**src/rtl/sw_debounce_if.sv**
```systemverilog
// Switch bundle between the board pins and the debouncer: raw levels in,
// debounced level plus edge pulses out.
interface sw_debounce_if #(
  parameter int N_SW = 2
);
  logic [N_SW-1:0] sw;
  logic [N_SW-1:0] sw_db;
  logic [N_SW-1:0] sw_rise;
  logic [N_SW-1:0] sw_fall;

  modport master (output sw, input sw_db, sw_rise, sw_fall);
  modport slave  (input sw, output sw_db, sw_rise, sw_fall);
endinterface

```
**src/rtl/sw_debounce.sv**
```systemverilog
// Per-channel switch debouncer: 2-flop synchronizer, then a STABLE/PENDING
// FSM that accepts a new level only after DB_CYCLES consecutive clk_125 cycles.
module sw_debounce_lane #(
  parameter int DB_CYCLES = 1250000
) (
  input  logic clk_125,
  input  logic rst,
  input  logic sw,
  output logic sw_db,
  output logic sw_rise,
  output logic sw_fall
);
  localparam int CW = (DB_CYCLES > 1) ? $clog2(DB_CYCLES + 1) : 1;
  localparam logic [CW-1:0] CNT_LAST = CW'(DB_CYCLES - 1);

  typedef enum logic {STABLE, PENDING} state_t;

  state_t        state;
  logic          s1, s2;
  logic [CW-1:0] cnt;

  // state always mirrors (s2 != sw_db); it is computed one edge ahead from s1.
  always_ff @(posedge clk_125) begin
    if (rst) begin
      s1      <= 1'b0;
      s2      <= 1'b0;
      sw_db   <= 1'b0;
      sw_rise <= 1'b0;
      sw_fall <= 1'b0;
      cnt     <= '0;
      state   <= STABLE;
    end else begin
      s1      <= sw;
      s2      <= s1;
      sw_rise <= 1'b0;
      sw_fall <= 1'b0;
      case (state)
        STABLE: begin
          cnt   <= '0;
          state <= (s1 != sw_db) ? PENDING : STABLE;
        end
        PENDING: begin
          if (cnt == CNT_LAST) begin
            sw_db   <= s2;
            sw_rise <= s2;
            sw_fall <= ~s2;
            cnt     <= '0;
            state   <= (s1 != s2) ? PENDING : STABLE;
          end else if (s1 == sw_db) begin
            // input is about to fall back to the accepted level: glitch dropped
            cnt   <= '0;
            state <= STABLE;
          end else begin
            cnt <= cnt + CW'(1);
          end
        end
        default: begin
          cnt   <= '0;
          state <= STABLE;
        end
      endcase
    end
  end
endmodule

module sw_debounce #(
  parameter int N_SW      = 2,
  parameter int DB_CYCLES = 1250000
) (
  input  logic              clk_125,
  input  logic              rst,
  sw_debounce_if.slave      bus
);
  generate
    if (DB_CYCLES < 1) begin : g_bad_param
      $error("sw_debounce: DB_CYCLES must be >= 1");
    end
  endgenerate

  logic [N_SW-1:0] db_w, rise_w, fall_w;

  generate
    for (genvar i = 0; i < N_SW; i++) begin : g_lane
      sw_debounce_lane #(.DB_CYCLES(DB_CYCLES)) u_lane (
        .clk_125 (clk_125),
        .rst     (rst),
        .sw      (bus.sw[i]),
        .sw_db   (db_w[i]),
        .sw_rise (rise_w[i]),
        .sw_fall (fall_w[i])
      );
    end
  endgenerate

  assign bus.sw_db   = db_w;
  assign bus.sw_rise = rise_w;
  assign bus.sw_fall = fall_w;
endmodule

```
**src/flat_wrapper.sv**
```systemverilog
// flat-port wrapper written by rule: the top's interface ports become plain ports
module sw_debounce_flat 
#(
  parameter int N_SW      = 2,
  parameter int DB_CYCLES = 1250000
)
  (clk_125, rst, bus_sw, bus_sw_db, bus_sw_rise, bus_sw_fall);
  sw_debounce_if #(.N_SW(N_SW)) bus_i ();
  input  logic clk_125;
  input  logic rst;
  input wire logic [$bits(bus_i.sw)-1:0] bus_sw;
  output wire logic [$bits(bus_i.sw_db)-1:0] bus_sw_db;
  output wire logic [$bits(bus_i.sw_rise)-1:0] bus_sw_rise;
  output wire logic [$bits(bus_i.sw_fall)-1:0] bus_sw_fall;
  assign bus_i.sw = bus_sw;
  assign bus_sw_db = bus_i.sw_db;
  assign bus_sw_rise = bus_i.sw_rise;
  assign bus_sw_fall = bus_i.sw_fall;
  sw_debounce #(.N_SW(N_SW), .DB_CYCLES(DB_CYCLES)) u_core (.clk_125(clk_125), .rst(rst), .bus(bus_i));
endmodule
```
**config.mk**
```make
export PLATFORM = sky130hd
export DESIGN_NAME = sw_debounce_flat
export DESIGN_NICKNAME = d
export VERILOG_FILES = /design/src/rtl/sw_debounce_if.sv /design/src/rtl/sw_debounce.sv /design/src/flat_wrapper.sv
export SDC_FILE = /design/constraint.sdc
export NUM_CORES = 1
export LEC_CHECK = 0
export CORE_ASPECT_RATIO = 1.4
export CORE_MARGIN = 2
export CORE_UTILIZATION = 46
export CTS_BUF_LIST = sky130_fd_sc_hd__clkbuf_8 sky130_fd_sc_hd__clkbuf_16
export DETAILED_ROUTE_END_ITERATION = 10
export GPL_ROUTABILITY_DRIVEN = 0
export GPL_TIMING_DRIVEN = 0
export PLACE_DENSITY = 0.66
export REMOVE_ABC_BUFFERS = 1
export SKIP_LAST_GASP = 1
export SLEW_MARGIN = 20
export SYNTH_ARGS = -nofsm -noshare
export SYNTH_HDL_FRONTEND = slang
export SYNTH_SLANG_ARGS = --single-unit
```
**constraint.sdc**
```tcl
create_clock -name clk_125 -period 1.94 [get_ports clk_125]
set_input_delay 0.194 -clock clk_125 [delete_from_list [all_inputs] [get_ports clk_125]]
set_output_delay 0.194 -clock clk_125 [all_outputs]
set_load 0.02 [all_outputs]
```
==> results of run 1 <==
path summary, 6_finish.rpt:
kind                                endpoint  slack, ns  depth (start not counted)                           start
max          u_core.g_lane[0].u_lane.cnt[20]       0.08                          5  u_core.g_lane[0].u_lane.cnt[1]
min           u_core.g_lane[1].u_lane.cnt[0]       0.43                          1  u_core.g_lane[1].u_lane.cnt[0]
max reg2reg  u_core.g_lane[0].u_lane.cnt[20]       0.08                          5  u_core.g_lane[0].u_lane.cnt[1]
min reg2reg   u_core.g_lane[1].u_lane.cnt[0]       0.43                          1  u_core.g_lane[1].u_lane.cnt[0]
sequential cells by signal, summed over array words and instances, names as in the netlist:
signal	cells
u_core.g_lane.u_lane.sw_db	2
u_core.g_lane.u_lane.sw_fall	2
u_core.g_lane.u_lane.state	2
u_core.g_lane.u_lane.s1	2
u_core.g_lane.u_lane.cnt	42
u_core.g_lane.u_lane.sw_rise	2
u_core.g_lane.u_lane.s2	2
through the flow:
step | cell area (um2) | total power (W) | instances
after global placement | 2540 | 0.00117 | 347
after floorplan | 2370 | 0.00116 | 272
final | 2750 | 0.00190 | 358
after CTS | 2690 | 0.00192 | 357
after global routing | 2750 | 0.00195 | 358
after detailed placement | 2580 | 0.00117 | 349
synth_stat cells (2+ instances only):
master / n / area (um2)
nor3_1: 6 / 30.0
nor4b_1: 2 / 17.5
buf_2: 2 / 10.0
nor4bb_1: 3 / 30.0
and3_1: 2 / 12.5
nor2b_1: 4 / 25.0
and2_1: 4 / 25.0
clkbuf_1: 7 / 26.3
xor2_1: 9 / 78.8
nand2_1: 16 / 60.1
o21ai_0: 16 / 80.1
xnor2_1: 15 / 131
and4_1: 4 / 35.0
dfxtp_1: 54 / 1080
o31ai_1: 2 / 15.0
inv_1: 11 / 41.3
buf_4: 6 / 45.0
nand4_1: 13 / 81.3
ha_1: 2 / 25.0
nand2b_1: 2 / 12.5
a21oi_1: 18 / 90.1
or3_1: 15 / 93.8
nor3b_1: 6 / 45.0
nor4_1: 7 / 43.8
nor2_1: 31 / 116
or4_1: 6 / 45.0
nand3_1: 13 / 65.1
layout make-up:
cell class / count / area share (%)
repair buffers: 12 / 4.51
multi-input cells: 207 / 47.5
inverters: 11 / 1.50
clock buffers: 5 / 2.51
clock inverters: 3 / 1.50
well taps: 66 / 3.01
flip-flops and latches: 54 / 39.5
where the power goes:
part	total, W	internal (W)	leakage, nW	switching, W
combinational	0.0000277	0.0000149	0.279	0.0000129
sequential	0.00112	0.00111	0.437	0.00000676
clock	0.000751	0.000380	0.0556	0.000371
metal layers:
metal  routed length, um  vias to the layer above  share of wire (%)  global-route usage, %
met5                   0                        -                  0                      0
met1                1940                      955                 42                   16.8
li1                    -                     1025                  -                      -
met4                  82                        0                1.8                   6.94
met3                  98                        6                2.1                   2.99
met2                2520                       23                 54                   30.7
cells by family (layout without fill, tap and decap cells):
logic type      Yosys count  after routing  synth area share [%]
simple gates            139            139                  31.8
flops                    54             54                  44.1
compound gates           42             42                  9.54
buf+inv                  26             31                  5.00
xor+xnor                 24             24                  8.57
fa+ha+maj                 2              2                  1.02
worst max-delay path, delay by kind of cell (launching register included):
| kind | cells | cell delay [ns] |
|---|---|---|
| flip-flops | 1 | 0.38 |
| AO/OA/AOI/OAI | 1 | 0.15 |
| adder cells (fa/ha/maj) | 1 | 0.21 |
| AND/OR/NAND/NOR | 3 | 1.07 |
timing repair:
item / in CTS / in global routing
buffers inserted: 0 / 1
endpoints found under the setup margin: 4 / 31
pin swaps: 1 / 1
resized for setup: 1 / 10
==> flow_metrics.py, run 1 <==
metrics = {
    "timing": {
        "setup_viol": 0,
        "clock_skew_ns": 0.0133,
        "post-route-min-period_ns": 1.86,
        "fmax_ghz": 0.538,
        "drv_slew": 0,
        "timing.final.ws_setup_ns": 0.0796,
        "worst_pin_slew_ns": 0.478,
        "final.period_utilization_pct": 95.9,
        "setup_tns_ns": 0,
        "grt_setup_unrepaired": "no",
        "timing.hold.ws_ns": 0.431,
        "finalHoldViolCount": 0,
        "slew_headroom_pct": 67.7,
    },
    "clock_tree": {
        "cts_root_buffer": "clkbuf_8",
        "cts_made_buffers": 5,
        "path_clk_slew_ns": 0.10,
        "cts_tree": "built",
        "clk_latency_ns": 0.31,
        "cts_hold_buf": 0,
        "cts_buffer_depth": 2,
        "htreeDepth": 2,
        "cts_sinks": 54,
    },
    "finish": {
        "regArea_um2": 1080,
        "mostFrequentLayoutCell": "dfxtp_1",
        "post-route-util_pct": 53.2,
        "most-common-layout-cells": "dfxtp_1, nor2_1, a21oi_1",
        "antenna_cells": 0,
        "multiInputGateArea_um2": 1300,
        "areaGrowthSynthToFinish_pct": 11.9,
        "nFillCells": 486,
        "nets": 297,
        "drive_gt1_share_pct": 8.90,
    },
    "logic_synthesis": {
        "ys_seq_elements": 54,
        "synth_edf_count": 0,
        "synthArstFlopShare_pct": 0,
        "yosysSeqAreaShare_pct": 44.1,
        "synth_area_um2": 2450,
        "synthDistinctLibCells": 38,
        "syn-mean-instance-area_um2": 8.54,
        "yosys_warnings": 0,
        "synthFlopType": "dfxtp_1",
        "synthCells": 287,
    },
    "floorplan": {
        "core-area_um2": 5160,
        "die_height_um": 90.4,
        "dieArea_um2": 5940,
        "rows": 31,
        "ios": 10,
        "die-width_um": 65.7,
        "start_util_pct": 47.5,
    },
    "placed_design": {
        "portBuffers": 9,
        "dp_worst_setup_slack_ns": -0.162,
        "post-dp-hpwl_um": 3380,
    },
    "detailed_routing": {
        "avgViaCountPerCell": 5.61,
        "initialDrtViolationCount": 112,
        "num_vias": 2009,
        "ant_nets": 0,
        "drt-total-wl_um": 4640,
        "wl_per_cell_um": 13.0,
        "firstDrtPassIters": 4,
        "drc": 0,
    },
    "critical_path": {
        "critical_path_required_ns": 2.18,
        "startpoint_type": "flop",
        "cp.arrival_ns": 2.10,
        "worstSetupPathType": "flop to flop",
        "cp_max_fo": 9,
        "crit_chain": "ha_1 > nand3_2 > or4_4 > or3_1 > a21oi_1",
        "slowest_stage": "or4_4",
        "max_stage_delay_ns": 0.52,
        "worstSetupEndpointType": "flop",
    },
    "power": {
        "powerDensity_nw_per_um2": 692,
        "ir_drop_v": 0.000428,
        "p_leak_nw": 0.772,
    },
    "status": {
        "status": "completed",
    },
    "grt": {
        "grt_overflow": 0,
        "grt.total_usage_pct": 16.3,
        "grt_pass1_wl_um": 7800,
        "grt_pass1_vias": 1904,
        "antenna_found_initial": 0,
        "grt_max_degree": 17,
    },
    "run": {
        "maxCapViolCount": 0,
    },
    "worst_hold_path": {
        "hold_class": "flop to flop",
    },
}
No activity file was read; power rests on OpenSTA's default activity.
==> inputs of run 2 (changes only) <==
- CORE_MARGIN: 2 -> default
==> run 2 against run 1 <==
  * Routed wire length down 0.56%
  * Hold slack better by 0.0028 ns
  * Design area is 0.27% lower
  * Maximum frequency about the same
  * Flip-flop and latch count did not move
  * Total power decreased by 7.3%
  * Critical endpoint is now u_core.g_lane[1].u_lane.cnt[18]
  * Largest cell class unchanged
==> flow_metrics.py, run 2 (synthesis results as in run 1) <==
metrics = {
    "detailed_routing": {
        "avgViaCountPerCell": 5.60,
        "num_vias": 2015,
        "ant_nets": 0,
        "initialDrtViolationCount": 120,
        "wl_per_cell_um": 12.8,
        "firstDrtPassIters": 4,
        "drc": 0,
        "drt-total-wl_um": 4610,
    },
    "worst_hold_path": {
        "hold_class": "primary input to flop",
        "hold_path_depth": 2,
        "min_to": "u_core.g_lane[0].u_lane.s1",
        "min_from": "bus_sw[0]",
    },
    "critical_path": {
        "critical_path_required_ns": 2.18,
        "cp_max_fo": 5,
        "slowest_stage": "or4_4",
        "regToRegEndpoint": "u_core.g_lane[1].u_lane.cnt[18]",
        "startpoint": "u_core.g_lane[1].u_lane.cnt[0]",
        "crit_chain": "ha_1 > nand3_1 > or4_4 > or3_1 > a21oi_1",
        "reg2reg_from": "u_core.g_lane[1].u_lane.cnt[0]",
        "startpoint_type": "flop",
        "reg2regPathDepth": 5,
        "regToRegSetupSlack_ns": 0.08,
        "worstSetupEndpointType": "flop",
        "crit_family": "simple AND/OR/NAND/NOR gates",
        "cp.arrival_ns": 2.10,
        "worstSetupPathType": "flop to flop",
        "max_stage_delay_ns": 0.61,
        "worst-path-buf-inv": 0,
    },
    "finish": {
        "antenna_cells": 0,
        "drive_gt1_share_pct": 9.86,
        "largest_register_ffs": 42,
        "most-common-layout-cells": "dfxtp_1, nor2_1, a21oi_1",
        "areaGrowthSynthToFinish_pct": 11.6,
        "mostFrequentLayoutCell": "dfxtp_1",
        "nets": 299,
        "largest_register": "u_core.g_lane.u_lane.cnt",
    },
    "floorplan": {
        "dieArea_um2": 5630,
        "core-area_um2": 5160,
        "rows": 31,
        "ios": 10,
        "die-width_um": 63.7,
        "start_util_pct": 47.5,
        "die_height_um": 88.4,
    },
    "timing": {
        "clock_skew_ns": 0.0172,
        "fmax_ghz": 0.538,
        "post-route-min-period_ns": 1.86,
        "setup_viol": 0,
        "worst_pin_slew_ns": 0.490,
        "finalHoldViolCount": 0,
        "drv_slew": 0,
        "timing.hold.ws_ns": 0.434,
        "grt_setup_unrepaired": "yes",
        "slew_headroom_pct": 67.2,
        "setup_tns_ns": 0,
        "final.period_utilization_pct": 95.9,
        "timing.final.ws_setup_ns": 0.0804,
    },
    "clock_tree": {
        "cts_tree": "built",
        "cts_hold_buf": 0,
        "clk_latency_ns": 0.31,
        "path_clk_slew_ns": 0.09,
        "cts_buffer_depth": 2,
        "cts_root_buffer": "clkbuf_8",
        "cts_sinks": 54,
        "cts_made_buffers": 5,
        "htreeDepth": 2,
    },
    "power": {
        "powerDensity_nw_per_um2": 643,
        "ir_drop_v": 0.000415,
        "p_leak_nw": 0.771,
    },
    "grt": {
        "grt_max_degree": 18,
        "antenna_found_initial": 0,
        "grt_pass1_wl_um": 7730,
        "grt.total_usage_pct": 17.4,
        "grt_overflow": 0,
        "grt_pass1_vias": 1799,
    },
    "placed_design": {
        "portBuffers": 9,
        "dp_worst_setup_slack_ns": -0.183,
        "post-dp-hpwl_um": 3280,
    },
    "run": {
        "maxCapViolCount": 0,
    },
    "status": {
        "status": "completed",
    },
}
-- run 2: cell types whose count changed in the layout (fill, tap and decap cells not counted), sizes merged --
cell | before | now
buf | 3 | 4
clkbuf | 5 | 6
clkinvlp | 1 | 0
bufinv | 1 | 0
clkinv | 0 | 2
-- run 2: final cells by class --
| cell class | count | area (um2) |
|---|---|---|
| inverters | 11 | 41.3 |
| multi-input cells | 207 | 1310 |
| fillers | 472 | 2420 |
| flip-flops and latches | 54 | 1080 |
| well taps | 66 | 82.6 |
| clock buffers | 5 | 68.8 |
| repair buffers | 14 | 136 |
| clock inverters | 3 | 17.5 |
-- run 2: how the worst max path moves through the flow --
stage	end	slack, ns	cells after the start
5_1_grt	u_core.g_lane[0].u_lane.cnt[18]	-0.02	5
3_3_place_gp	u_core.g_lane[0].u_lane.cnt[7]	-1.24	5
6_report	u_core.g_lane[1].u_lane.cnt[18]	0.08	5
4_1_cts	u_core.g_lane[1].u_lane.cnt[0]	0.02	5
3_5_place_dp	u_core.g_lane[0].u_lane.cnt[18]	-0.18	5
2_1_floorplan	u_core.g_lane[0].u_lane.cnt[10]	-0.40	5
-- run 2: stage by stage --
step / util [%] / instance area, um2 / power (W) / instances
floorplan: - / 2370 / 0.00116 / 272
global placement: 49.3 / 2540 / 0.00117 / 347
detailed placement: 50.0 / 2580 / 0.00117 / 349
CTS: 51.7 / 2670 / 0.00178 / 357
global route: 53.1 / 2740 / 0.00184 / 360
finish: 53.1 / 2740 / 0.00176 / 360
-- run 2: layer usage --
| metal | vias to the layer above | track usage, % | routed length, um |
|---|---|---|---|
| met5 | - | 0 | 0 |
| met1 | 951 | 18.9 | 2000 |
| met3 | 11 | 3.61 | 97 |
| li1 | 1033 | - | - |
| met2 | 20 | 32.5 | 2410 |
| met4 | 0 | 7.64 | 112 |
-- run 2: power by group --
| group | total [W] | switching (W) | internal (W) |
|---|---|---|---|
| Sequential | 0.00112 | 0.00000696 | 0.00111 |
| Combinational | 0.0000270 | 0.0000125 | 0.0000145 |
| Clock | 0.000614 | 0.000363 | 0.000251 |
| Total | 0.00176 | 0.000383 | 0.00138 |
-- run 2: what timing repair did --
item / in CTS / in global routing
gates cloned: 0 / 0
pin swaps: 1 / 2
setup endpoints to repair: 4 / 32
gates resized for setup: 1 / 11
setup buffers: 0 / 3
==> inputs of run 3 (changes only) <==
- PLACE_DENSITY: 0.66 -> default
- clock period: 1.94 -> 2.1 ns (I/O delays scaled with it)
==> run 3 against run 2 <==
  * Register-to-register slack better by 0.08 ns
  * Critical endpoint is now u_core.g_lane[1].u_lane.cnt[20]
  * Flip-flop and latch count stayed put
  * Cell count is 0.83% lower
  * Design area is 2.0% lower
  * Largest cell class unchanged
  * Largest power group unchanged
==> flow_metrics.py, run 3 (synthesis results as in run 1) <==
metrics = {
    "status": {
        "status": "completed",
    },
    "power": {
        "p_switching_w": 0.000351,
        "finalPower_w": 0.00162,
        "p_leak_nw": 0.758,
        "p_sw_share_pct": 21.6,
        "p_comb_share_pct": 1.6,
        "ir_drop_v": 0.000417,
        "power_frac_clock_pct": 34.7,
        "seq_power_share_pct": 63.7,
        "internal_power_w": 0.00127,
        "powerDensity_nw_per_um2": 606,
    },
    "timing": {
        "drv_slew": 0,
        "worst_pin_slew_ns": 0.593,
        "final.period_utilization_pct": 92.2,
        "clock_skew_ns": 0.0130,
        "timing.hold.ws_ns": 0.449,
        "slew_headroom_pct": 60.1,
        "setup_viol": 0,
        "grt_setup_unrepaired": "no",
        "finalHoldViolCount": 0,
        "post-route-min-period_ns": 1.94,
        "fmax_ghz": 0.517,
    },
    "grt": {
        "grt_pass1_wl_um": 7910,
        "grt_max_degree": 18,
        "antenna_found_initial": 0,
        "grt_overflow": 0,
        "grt.total_usage_pct": 18.0,
        "grt_pass1_vias": 1824,
    },
    "finish": {
        "largest_register": "u_core.g_lane.u_lane.cnt",
        "regArea_um2": 1080,
        "nets": 296,
        "drive_gt1_share_pct": 6.53,
        "multiInputGateArea_um2": 1270,
        "largest_register_ffs": 42,
        "antenna_cells": 0,
        "nFillCells": 496,
        "areaGrowthSynthToFinish_pct": 9.39,
        "mostFrequentLayoutCell": "dfxtp_1",
        "most-common-layout-cells": "dfxtp_1, nor2_1, a21oi_1",
    },
    "floorplan": {
        "die-width_um": 63.7,
        "ios": 10,
        "core-area_um2": 5160,
        "start_util_pct": 47.5,
        "die_height_um": 88.4,
        "rows": 31,
        "dieArea_um2": 5630,
    },
    "clock_tree": {
        "htreeDepth": 2,
        "path_clk_slew_ns": 0.10,
        "cts_tree": "built",
        "cts_buffer_depth": 2,
        "cts_sinks": 54,
        "cts_root_buffer": "clkbuf_8",
        "clk_latency_ns": 0.31,
        "postCtsSetupBuffers": 0,
        "cts_made_buffers": 5,
    },
    "detailed_routing": {
        "drt-total-wl_um": 4590,
        "wl_per_cell_um": 12.8,
        "drc": 0,
        "initialDrtViolationCount": 84,
        "firstDrtPassIters": 4,
        "ant_nets": 0,
        "avgViaCountPerCell": 5.48,
        "num_vias": 1958,
    },
    "worst_hold_path": {
        "hold_path_depth": 2,
        "hold_class": "primary input to flop",
    },
    "placed_design": {
        "portBuffers": 9,
        "post-dp-hpwl_um": 3410,
    },
    "critical_path": {
        "regToRegSetupSlack_ns": 0.16,
        "worstSetupEndpointType": "flop",
        "cp.arrival_ns": 2.18,
        "worstSetupPathType": "flop to flop",
        "critical_path_required_ns": 2.34,
        "cp_max_fo": 5,
        "startpoint_type": "flop",
        "reg2regPathDepth": 5,
    },
    "run": {
        "maxCapViolCount": 0,
    },
}
-- run 3: final timing paths --
| path | endpoint | from |
|---|---|---|
| max reg2reg | u_core.g_lane[1].u_lane.cnt[20] | u_core.g_lane[1].u_lane.cnt[0] |
| min reg2reg | u_core.g_lane[0].u_lane.cnt[0] | u_core.g_lane[0].u_lane.cnt[0] |
| min | u_core.g_lane[1].u_lane.s1 | bus_sw[1] |
| max | u_core.g_lane[1].u_lane.cnt[20] | u_core.g_lane[1].u_lane.cnt[0] |
-- run 3: per-stage QoR --
stage | worst slack [ns] | instance area, um2 | util [%] | instances | TNS, ns
global route | 0.0259 | 2680 | 52.0 | 357 | 0
floorplan | -0.243 | 2370 | - | 272 | -4.70
detailed placement | -0.0408 | 2580 | 50.0 | 349 | -0.0532
finish | 0.164 | 2680 | 52.0 | 357 | 0
global placement | -1.14 | 2540 | 49.3 | 347 | -33.17
CTS | 0.0357 | 2670 | 51.7 | 357 | 0
-- run 3: final cells by class --
class	count	share of cell area, %
inverter	11	1.54
tap	66	3.08
sequential	54	40.3
clock inverter	3	0.653
clock buffer	5	2.57
timing repair buffer	11	4.34
multi-input combinational	207	47.5
-- run 3: layer usage --
metal,track usage (%),wire [um],up-vias
li1,-,-,1023
met1,18.0,1910,905
met2,35.9,2490,23
met3,4.25,103,7
met4,6.20,90,0
met5,0,0,-
-- run 3: what timing repair did --
| item | CTS | global route |
|---|---|---|
| hold buffers | 0 | 0 |
| gates resized for setup | 1 | 3 |
| setup endpoints to repair | 2 | 15 |
| endpoints found under the hold margin | 0 | 0 |
| pin swaps | 0 | 1 |
| gates cloned | 0 | 0 |
-- run 3: power by group through the flow --
| stage | Combinational [W] | Sequential [W] | Clock, W |
|---|---|---|---|
| after floorplan | 0.0000129 | 0.00106 | 0 |
| after global placement | 0.0000240 | 0.00106 | 0 |
| after detailed placement | 0.0000257 | 0.00106 | 0 |
| after CTS | 0.0000256 | 0.00104 | 0.000594 |
| after global routing | 0.0000285 | 0.00104 | 0.000636 |
| final | 0.0000252 | 0.00104 | 0.000564 |
-- run 3: worst max-delay path: stages, from the launching register on --
cell     delay (ns)
dfxtp_1        0.39
ha_1           0.22
nand3_1        0.14
or4_1          0.64
or3_1          0.34
a21oi_1        0.15
==> edit, RTL diff (settings of run 1) <==
`DB_CYCLES` is set to 1250000 in 3 places; all go to 2500000.
--- a/src/rtl/sw_debounce.sv
+++ b/src/rtl/sw_debounce.sv
@@ -2,5 +2,5 @@
 // FSM that accepts a new level only after DB_CYCLES consecutive clk_125 cycles.
 module sw_debounce_lane #(
-  parameter int DB_CYCLES = 1250000
+  parameter int DB_CYCLES = 2500000
 ) (
   input  logic clk_125,
@@ -66,5 +66,5 @@
 module sw_debounce #(
   parameter int N_SW      = 2,
-  parameter int DB_CYCLES = 1250000
+  parameter int DB_CYCLES = 2500000
 ) (
   input  logic              clk_125,
--- a/src/flat_wrapper.sv
+++ b/src/flat_wrapper.sv
@@ -3,5 +3,5 @@
 #(
   parameter int N_SW      = 2,
-  parameter int DB_CYCLES = 1250000
+  parameter int DB_CYCLES = 2500000
 )
   (clk_125, rst, bus_sw, bus_sw_db, bus_sw_rise, bus_sw_fall);
Formal check against the unedited RTL: no difference found for any inputs over 10 cycles, from zero or initial values and one cycle with rst high; that may be too few to reach the edited logic, so the function may still have changed.
==> edit against run 1 <==
- sequential cell count grew 2
- synthesized area up 6.5%
- non-clock buffer count grew 4
- setup slack improved by 0.014 ns
- critical endpoint is now u_core.g_lane[1].u_lane.cnt[21]$_SDFF_PP0_
- wire length up 7.8%
- cell area grew 5.4%
- power is 4.1% lower
==> edit: results (changes against run 1) <==
INFO  metric outcome = complete, no violations
INFO  metric power_total = 1.82 mW (-4.1%)
INFO  metric clkLatencyLatePin = 0.31 ns (about the same)
INFO  metric hold_ws = 0.437 ns (+0.00562 ns)
INFO  metric postSynthCellCount = 297 (+3.5%)
INFO  metric slowest_stage = sky130_fd_sc_hd__or4_1
INFO  metric peakVddDrop = 0.453 mV (+5.8%)
INFO  metric largest_register_ffs = 44 (+4.8%)
INFO  metric wirelength = 5000 µm (+7.8%)
INFO  metric nFillCells = 530 (+9.1%)
INFO  metric post_synth_xor_area_fraction = 9.05% (+0.48 points)
INFO  metric max_frequency = 0.542 GHz (+0.76%)
INFO  metric synth_area_leaders = sky130_fd_sc_hd__dfxtp_1, sky130_fd_sc_hd__xor2_1, sky130_fd_sc_hd__nor2_1, sky130_fd_sc_hd__xnor2_1, sky130_fd_sc_hd__nand3_1
INFO  metric dpl.hpwl = 3600 µm (+6.8%)
INFO  metric n_antenna_cell = 0 (unchanged)
INFO  metric grt_pass1_vias = 1,899 (-0.26%)
INFO  metric io_buffer_count = 9 (unchanged)
INFO  metric critical_path.max_fanout = 7 (-2)
INFO  metric finalNetCount = 310 (+4.4%)
INFO  metric layout-drive-gt1-share = 9.51% (+0.60 points)
INFO  metric leakage = 0.844 nW (+9.4%)
INFO  metric ys_seq_area_share = 42.9% (-1.2 points)
INFO  metric synth.distinct_cells = 39 (+2.6%)
INFO  metric grt_pass1_wl = 8440 µm (+8.2%)
INFO  metric synth_top_family_by_area = simple AND/OR/NAND/NOR gates
INFO  metric synthesis.yosys.warnings = 0 (unchanged)
INFO  metric skew = 0.00567 ns (-0.00766 ns)
INFO  metric fraction_of_the_mapped_netlist_area_in_compound_gates = 8.86% (-0.68 points)
INFO  metric clockPowerShare = 34.7% (-4.9 points)
INFO  metric timing.hold.worst.class = in2reg
INFO  metric synth-adder-area-share = 0.958% (-0.063 points)
INFO  metric numCtsBuffers = 5 (unchanged)
INFO  metric async_flop_share = 0% (unchanged)
INFO  metric grt_start_max_net_pins = 20 (+3)
INFO  metric yosysTopAreaCell = sky130_fd_sc_hd__dfxtp_1
INFO  metric groute.usage.overall = 17.1% (+0.76 points)
INFO  metric p_sw_share = 21.9% (+1.3 points)
INFO  metric first_pass_iters = 4 (unchanged)
INFO  metric max_stage_delay = 0.51 ns
INFO  metric pre_cts_ws = -0.222 ns (-0.0604 ns)
INFO  metric worst_slew_margin_rel = 66.0% (-1.7 points)
INFO  metric cts_max_path_buffers = 2 (unchanged)
INFO  metric drtIter0Drc = 75 (-33%)
INFO  metric overall_via_count_from_detail_route = 2,099 (+4.5%)
INFO  metric synth_top_cells_by_count = sky130_fd_sc_hd__dfxtp_1, sky130_fd_sc_hd__nor2_1, sky130_fd_sc_hd__nand3_1
edit: changes by cell type after synthesis, moves of 3 or more:
cell                      delta
sky130_fd_sc_hd__o31ai_1     +6
sky130_fd_sc_hd__nor4b_1     +6
sky130_fd_sc_hd__xor2_1      +5
sky130_fd_sc_hd__o21ai_0     -8
sky130_fd_sc_hd__or3_1       -8
sky130_fd_sc_hd__nand3_1     +5
sky130_fd_sc_hd__and4_1      +3
sky130_fd_sc_hd__inv_1       -3
sky130_fd_sc_hd__nand4_1     -3
sky130_fd_sc_hd__or4_1       +3
edit: area by class of cell:
cell class / count / area [µm²] / area share, %
Clock inverter: 3 / 18.8 / 0.649
Clock buffer: 5 / 68.8 / 2.38
Sequential cell: 56 / 1120 / 38.8
Tap cell: 68 / 85.1 / 2.94
Inverter: 8 / 30.0 / 1.04
Multi-Input combinational cell: 217 / 1420 / 49.1
Timing Repair Buffer: 16 / 146 / 5.06
edit: metrics by stage:
stage / cell area, µm² / cells
3_5_place_dp: 2740 / 361
3_3_place_gp: 2700 / 358
6_report: 2890 / 373
4_1_cts: 2870 / 373
2_1_floorplan: 2520 / 281
5_1_grt: 2890 / 373
edit: worst register-to-register path: stages (launching register included):
cell and delay [ns]:
sky130_fd_sc_hd__dfxtp_1 0.42, sky130_fd_sc_hd__nand4_2 0.22, sky130_fd_sc_hd__or3_4 0.48, sky130_fd_sc_hd__or4_1 0.51, sky130_fd_sc_hd__a21oi_1 0.15
edit: routing by layer:
layer  vias up  part of all wire, %  global-route usage, %
li1       1088                    -                      -
met1       988                   42                   18.9
met3         7                  1.6                   3.13
met4         0                  1.5                   6.46
met5         -                    0                      0
met2        16                   55                   31.1
edit: final timing paths:
check,cells after the start,startpoint,end
setup / recovery,4,u_core.g_lane[1].u_lane.cnt[3]$_SDFF_PP0_,u_core.g_lane[1].u_lane.cnt[21]$_SDFF_PP0_
hold / removal,2,bus_sw[0],u_core.g_lane[0].u_lane.s1$_SDFF_PP0_
setup reg to reg,4,u_core.g_lane[1].u_lane.cnt[3]$_SDFF_PP0_,u_core.g_lane[1].u_lane.cnt[21]$_SDFF_PP0_
hold reg to reg,1,u_core.g_lane[0].u_lane.cnt[0]$_SDFF_PP0_,u_core.g_lane[0].u_lane.cnt[0]$_SDFF_PP0_
edit: repair_timing:
| action | in CTS | in global routing |
|---|---|---|
| setup buffers | 4 | 0 |
| pin swaps | 2 | 1 |
| gates resized for setup | 3 | 8 |
| endpoints found under the setup margin | 21 | 28 |
edit: cell families (layout without fill, tap and decap cells):
| logic type | Yosys count | count (layout) |
|---|---|---|
| adders and majority gates | 2 | 2 |
| AOI/OAI and AO/OA | 39 | 39 |
| buffers and inverters | 24 | 32 |
| xor gates and xnor gates | 27 | 27 |
| DFF | 56 | 56 |
| and+or+nand+nor | 149 | 149 |
